## src/rtl/pc_gen_pkg.sv

```systemverilog
// Shared types and constants for the program-counter generator.
package pc_gen_pkg;

    typedef enum logic [1:0] {
        ST_LOAD = 2'd0,
        ST_RUN  = 2'd1,
        ST_HALT = 2'd2
    } state_t;

    typedef enum logic [1:0] {
        TRAP_NONE     = 2'b00,
        TRAP_MISALIGN = 2'b01,
        TRAP_RANGE    = 2'b10
    } trap_cause_t;

    localparam logic [31:0] PC_STEP    = 32'd4;
    // Low address bits that must be zero for a word-aligned fetch.
    localparam logic [31:0] ALIGN_MASK = 32'h0000_0003;
    // jalr target has bit 0 forced low before the alignment check.
    localparam logic [31:0] JALR_MASK  = ~32'h0000_0001;

endpackage

```

## src/rtl/pc_gen_next_sel.sv

```systemverilog
// Combinational next-PC selection and trap classification.
module pc_next_sel
    import pc_gen_pkg::*;
#(
    parameter int IMEM_DEPTH = 20
) (
    input  logic [31:0] pc,
    input  logic        branch_taken,
    input  logic        jal,
    input  logic        jalr,
    input  logic [31:0] imm,
    input  logic [31:0] rs1_data,
    output logic [31:0] next_pc,
    output logic        trap,
    output logic [1:0]  cause
);

    localparam logic [31:0] IMEM_BYTES = 32'(IMEM_DEPTH) * PC_STEP;

    trap_cause_t cause_e;

    // Redirect priority: jalr, then jal/branch, then sequential step.
    always_comb begin
        next_pc = pc + PC_STEP;
        if (jalr) begin
            next_pc = (rs1_data + imm) & JALR_MASK;
        end else if (jal || branch_taken) begin
            next_pc = pc + imm;
        end
    end

    // Misalignment wins over out-of-range when both apply.
    always_comb begin
        cause_e = TRAP_NONE;
        if ((next_pc & ALIGN_MASK) != 32'd0) begin
            cause_e = TRAP_MISALIGN;
        end else if (next_pc >= IMEM_BYTES) begin
            cause_e = TRAP_RANGE;
        end
    end

    assign cause = cause_e;
    assign trap  = (cause_e != TRAP_NONE);

endmodule

```

## src/rtl/pc_gen.sv

```systemverilog
// Program-counter generator: instruction upload, fetch sequencing, trap halt.
//
// state | meaning
// LOAD  | accepting upload words into instruction memory
// RUN   | fetching; PC advances or redirects each unstalled cycle
// HALT  | trapped; PC frozen at faulting instruction until load_en
module pc_gen
    import pc_gen_pkg::*;
#(
    parameter logic [31:0] RESET_PC   = 32'h0000_0000,
    parameter int          IMEM_DEPTH = 20
) (
    input  logic        clk,
    input  logic        rst_n,
    input  logic        load_valid,
    input  logic [31:0] load_data,
    input  logic        load_done,
    input  logic        load_en,
    input  logic        stall,
    input  logic        branch_taken,
    input  logic        jal,
    input  logic        jalr,
    input  logic [31:0] imm,
    input  logic [31:0] rs1_data,
    output logic        imem_wr_en,
    output logic [31:0] imem_wr_addr,
    output logic [31:0] imem_wr_data,
    output logic [31:0] pc_o,
    output logic [31:0] pc_plus4,
    output logic        fetch_valid,
    output logic [1:0]  state_o,
    output logic [1:0]  trap_cause,
    output logic        load_ovf
);

    localparam int CNT_W = $clog2(IMEM_DEPTH + 1);
    localparam logic [CNT_W-1:0] CNT_FULL = CNT_W'(IMEM_DEPTH);

    state_t           state;
    logic [CNT_W-1:0] word_cnt;
    logic [31:0]      next_pc;
    logic             trap;
    logic [1:0]       cause;

    pc_next_sel #(
        .IMEM_DEPTH (IMEM_DEPTH)
    ) u_next_sel (
        .pc           (pc_o),
        .branch_taken (branch_taken),
        .jal          (jal),
        .jalr         (jalr),
        .imm          (imm),
        .rs1_data     (rs1_data),
        .next_pc      (next_pc),
        .trap         (trap),
        .cause        (cause)
    );

    assign pc_plus4 = pc_o + PC_STEP;
    assign state_o  = state;

    // Sequencing FSM with upload counter and all registered outputs.
    always_ff @(posedge clk or negedge rst_n) begin
        if (!rst_n) begin
            state        <= ST_LOAD;
            pc_o         <= RESET_PC;
            word_cnt     <= '0;
            imem_wr_en   <= 1'b0;
            imem_wr_addr <= 32'd0;
            imem_wr_data <= 32'd0;
            trap_cause   <= TRAP_NONE;
            load_ovf     <= 1'b0;
            fetch_valid  <= 1'b0;
        end else begin
            imem_wr_en <= 1'b0;
            case (state)
                ST_LOAD: begin
                    if (load_valid) begin
                        if (word_cnt != CNT_FULL) begin
                            imem_wr_en   <= 1'b1;
                            imem_wr_addr <= 32'(word_cnt) * PC_STEP;
                            imem_wr_data <= load_data;
                            word_cnt     <= word_cnt + 1'b1;
                        end else begin
                            load_ovf <= 1'b1;
                        end
                    end
                    if (load_done) begin
                        state       <= ST_RUN;
                        pc_o        <= RESET_PC;
                        fetch_valid <= 1'b1;
                    end
                end
                ST_RUN: begin
                    if (!stall) begin
                        if (trap) begin
                            state       <= ST_HALT;
                            trap_cause  <= cause;
                            fetch_valid <= 1'b0;
                        end else begin
                            pc_o <= next_pc;
                        end
                    end
                end
                ST_HALT: begin
                    if (load_en) begin
                        state      <= ST_LOAD;
                        word_cnt   <= '0;
                        trap_cause <= TRAP_NONE;
                        load_ovf   <= 1'b0;
                    end
                end
                default: begin
                    state       <= ST_LOAD;
                    fetch_valid <= 1'b0;
                end
            endcase
        end
    end

endmodule

```

## config.mk

```make
export PLATFORM = sky130hd
export DESIGN_NAME = pc_gen
export DESIGN_NICKNAME = d
export VERILOG_FILES = /design/src/rtl/pc_gen_pkg.sv /design/src/rtl/pc_gen_next_sel.sv /design/src/rtl/pc_gen.sv
export SDC_FILE = /design/constraint.sdc
export NUM_CORES = 1
export LEC_CHECK = 0
export CAP_MARGIN = 30
export CORE_MARGIN = 4
export CORE_UTILIZATION = 49
export CTS_CLUSTER_SIZE = 10
export DETAILED_ROUTE_END_ITERATION = 16
export PLACE_DENSITY_LB_ADDON = 0.05
export SLEW_MARGIN = 40
export SYNTH_ARGS = -nofsm -noshare
export SYNTH_HDL_FRONTEND = slang
export SYNTH_HIERARCHICAL = 1
export SYNTH_SLANG_ARGS = --single-unit
```

## constraint.sdc

```tcl
create_clock -name clk -period 9.8 [get_ports clk]
set_input_delay 2.94 -clock clk [delete_from_list [all_inputs] [get_ports clk]]
set_output_delay 2.94 -clock clk [all_outputs]
set_load 0.03 [all_outputs]
```

==> results.sh <==
export IMPL_gp_congestion=0.967
export IMPL_ant_nets=0
export IMPL_crit_required_ns=10.00
export IMPL_setup_tns_ns=0
export IMPL_grt_pass1_vias=8615
export IMPL_cts_setup_buffers=0
export IMPL_drcViolationCount=0
export IMPL_numCtsBuffers=9
export IMPL_grt_overflow=0
export IMPL_drive_above_1_share_pct=3.42
export IMPL_synth_warnings=6
export IMPL_hold_viol=0
export IMPL_portBuffers=212
export IMPL_reg2reg_from="pc_o[6]$_DFFE_PN0P_"
export IMPL_max_freq_mhz=128
export IMPL_ys_ff_latch=81
export IMPL_hold_start="imem_wr_data[20]$_DFFE_PN0P_"
export IMPL_synth_seq_area_share_pct=23.5
export IMPL_worstPathCellList="clkdlybuf4s50_1 > ha_1 > fa_1 > a21o_1 > a221oi_2 > o221ai_2 > a21oi_2 > xnor2_1 > o221a_1 > or4b_4 > nor4_2 > nand4b_1 > nor4b_2 > nand4b_1 > nor3b_1 > o21ai_4 > buf_8 > buf_8 > nand2_1 > o21ai_0"
export IMPL_synth_compound_area_share_pct=22.1
export IMPL_synth_ff_type="dfrtp_1"
export IMPL_synth_top_family_by_area="simple AND/OR/NAND/NOR gates"
export IMPL_internal_power_w=0.00148
export IMPL_nets=1513
export IMPL_cts_tree="done"
export IMPL_cp_top_family="simple AND/OR/NAND/NOR gates"
export IMPL_synthArstFlopShare_pct=100
export IMPL_synthSimpleGateAreaFrac_pct=27.3
export IMPL_reg2regPathDepth=18
export IMPL_seqPwrFrac_pct=23.9
export IMPL_worst_slew_pin_slew_ns=0.830
export IMPL_grt_pass1_wl_um=44200
export IMPL_path_depth=20
export IMPL_relSlewSlack_pct=43.3
export IMPL_top_level_ports=240
export IMPL_die_w_um=141
export IMPL_drt_wl_total_um=27600
export IMPL_critPathMaxFanout=30
export IMPL_clkPwrFrac_pct=11.3
export IMPL_path_clk_slew_ns=0.06
export IMPL_place_hpwl_um=21600
export IMPL_worstPathArrival_ns=8.01
export IMPL_grt_usage_pct=26.9
export IMPL_min_path_cells=2
export IMPL_synth_mux_area_share_pct=0.710
export IMPL_final_period_utilization_pct=79.7
export IMPL_clockBufferDepth=2
export IMPL_critPathKind="in2reg"
export IMPL_chipHeight_um=141
export IMPL_grt_max_degree=82
export IMPL_start_util_pct=49.9
export IMPL_cts_hold_buf=0
export IMPL_synthCells=1160
export IMPL_cp_start_kind="input port"
export IMPL_p_per_area_nw_per_um2=272
export IMPL_status="complete, no violations"
export IMPL_hold_class="reg2reg"
export IMPL_synth_adder_area_share_pct=9.88
export IMPL_synth_edf_count=0
export IMPL_antenna_cells=0
export IMPL_syn_to_final_growth_pct=28.0
export IMPL_synth_common_cells="262 x nand2_1, 92 x o21ai_0, 81 x dfrtp_1"
export IMPL_syn_area_um2=8640
export IMPL_yosysMostFrequentCell="nand2_1"
export IMPL_n_fill_cell=1615
export IMPL_cts_sinks=81
export IMPL_std_cell_rows=48
export IMPL_min_period_ns=7.81
export IMPL_die_area_um2=19800
export IMPL_r2r_end="pc_o[10]$_DFFE_PN0P_"
export IMPL_synth_top_cell_by_area="dfrtp_1"
export IMPL_core_um2=17300
export IMPL_skew_ns=0.00815
export IMPL_whs_ns=0.471
export IMPL_antenna_found_initial=0
export IMPL_avgViaCountPerCell=5.80
export IMPL_worstPathBufferInverterCount=3
export IMPL_cpPeakStageDelay_ns=0.53
export IMPL_end_kind="flip-flop"
export IMPL_peakVddDrop_v=0.000181
export IMPL_p_leak_nw=4.71
export IMPL_holdPathEnd="imem_wr_data[20]$_DFFE_PN0P_"
export IMPL_switching_share_pct=50.9
export IMPL_clk_latency_ns=0.33
export IMPL_reg2reg_slack_ns=4.54
export IMPL_cts_resized=0
export IMPL_cts_max_level=3
export IMPL_power_switching_w=0.00153
export IMPL_first_pass_iters=6
export IMPL_wl_per_cell_um=17.6
export IMPL_p_comb_share_pct=64.8
export IMPL_synth_xor_area_share_pct=10.1
export IMPL_vias=9107
export IMPL_cts_root_buf="clkbuf_16"
export IMPL_maxSlewViolCount=0
export IMPL_ys_types=84
export IMPL_rsz0062_at_grt="no"
export IMPL_synth_top_area_share_pct=23.5
export IMPL_slowest_stage="or4b_4"
export IMPL_max_cap_viol_count=0
export IMPL_synthTopCellsByArea="dfrtp_1 23%, nand2_1 11%, ha_1 9.4%, o21ai_0 5.3%, xnor2_1 5.3%"
export IMPL_avgSynthCellArea_um2=7.45
export IMPL_setup_viol=0
export IMPL_drtIter0Drc=613
==> power by group through the flow <==
stage / clock network, W / registers [W] / logic [W]
floorplan: 0 / 0.000913 / 0.00105
global placement: 0 / 0.000719 / 0.00191
detailed placement: 0 / 0.000722 / 0.00194
CTS: 0.000344 / 0.000718 / 0.00195
global route: 0.000358 / 0.000749 / 0.00211
finish: 0.000339 / 0.000719 / 0.00195
==> kinds of logic after synthesis <==
| family | count (synthesis) |
|---|---|
| AND/OR/NAND/NOR | 504 |
| AO/OA/AOI/OAI | 304 |
| XOR/XNOR | 100 |
| buffers and inverters | 97 |
| flip-flops | 81 |
| adder cells (fa/ha/maj) | 67 |
| multiplexers | 6 |
| other | 1 |
==> cell usage in the layout, fill, tap and decap left out, types with 36 or more instances in the layout <==
cell type / synthesis / layout
xor2_1: 48 / 48
a21oi_1: 80 / 80
ha_1: 65 / 65
nand4_1: 36 / 36
dfrtp_1: 81 / 81
xnor2_1: 52 / 52
clkdlybuf4s50_1: 0 / 211
o21ai_0: 92 / 92
nor2_1: 67 / 65
nand2_1: 262 / 262
==> tightest hold or removal path: cells and delay by family (launching register included) <==
kind	cells	cell delay (ns)
flip-flops	1	0.34
AND/OR/NAND/NOR	2	0.10
==> through the flow <==
step                      instances  power, W  util (%)  setup slack, ns  cell area (µm²)
after floorplan                1186   0.00196         -             2.97             8740
after global placement         1553   0.00263      62.0             1.75            10700
after detailed placement       1555   0.00266      62.2             1.72            10800
after CTS                      1570   0.00301      63.9             2.07            11100
after global routing           1570   0.00322      63.9             1.70            11100
final                          1570   0.00301      63.9             1.99            11100
==> sequential cells by signal, summed over array words and instances, names as in the netlist <==
register      flops
fetch_valid       1
imem_wr_addr      5
imem_wr_data     32
imem_wr_en        1
load_ovf          1
pc_o             32
state_o           2
trap_cause        2
word_cnt          5
==> layout make-up <==
type	instances	area [µm²]	area share, %
multi-input cells	1008	6180	55.9
repair buffers	217	2180	19.7
flip-flops and latches	81	2030	18.3
well taps	225	282	2.55
clock buffers	12	256	2.32
inverters	24	91.3	0.826
clock inverters	3	40.0	0.362
==> routing by layer <==
metal  track usage (%)  share of wire, %
met4              8.11               2.9
met1              34.9                43
met2              46.4                48
met5                 0                 0
met3              3.73               5.8
==> how the worst max path moves through the flow <==
stage,from,to
6_report,imm[0],pc_o[10]$_DFFE_PN0P_
5_1_grt,imm[1],pc_o[10]$_DFFE_PN0P_
4_1_cts,imm[0],pc_o[10]$_DFFE_PN0P_
3_5_place_dp,imm[0],pc_o[1]$_DFFE_PN0P_
3_3_place_gp,imm[1],pc_o[3]$_DFFE_PN0P_
2_1_floorplan,imm[0],pc_o[2]$_DFFE_PN0P_
Note: power is estimated with default switching activity, not from simulation.
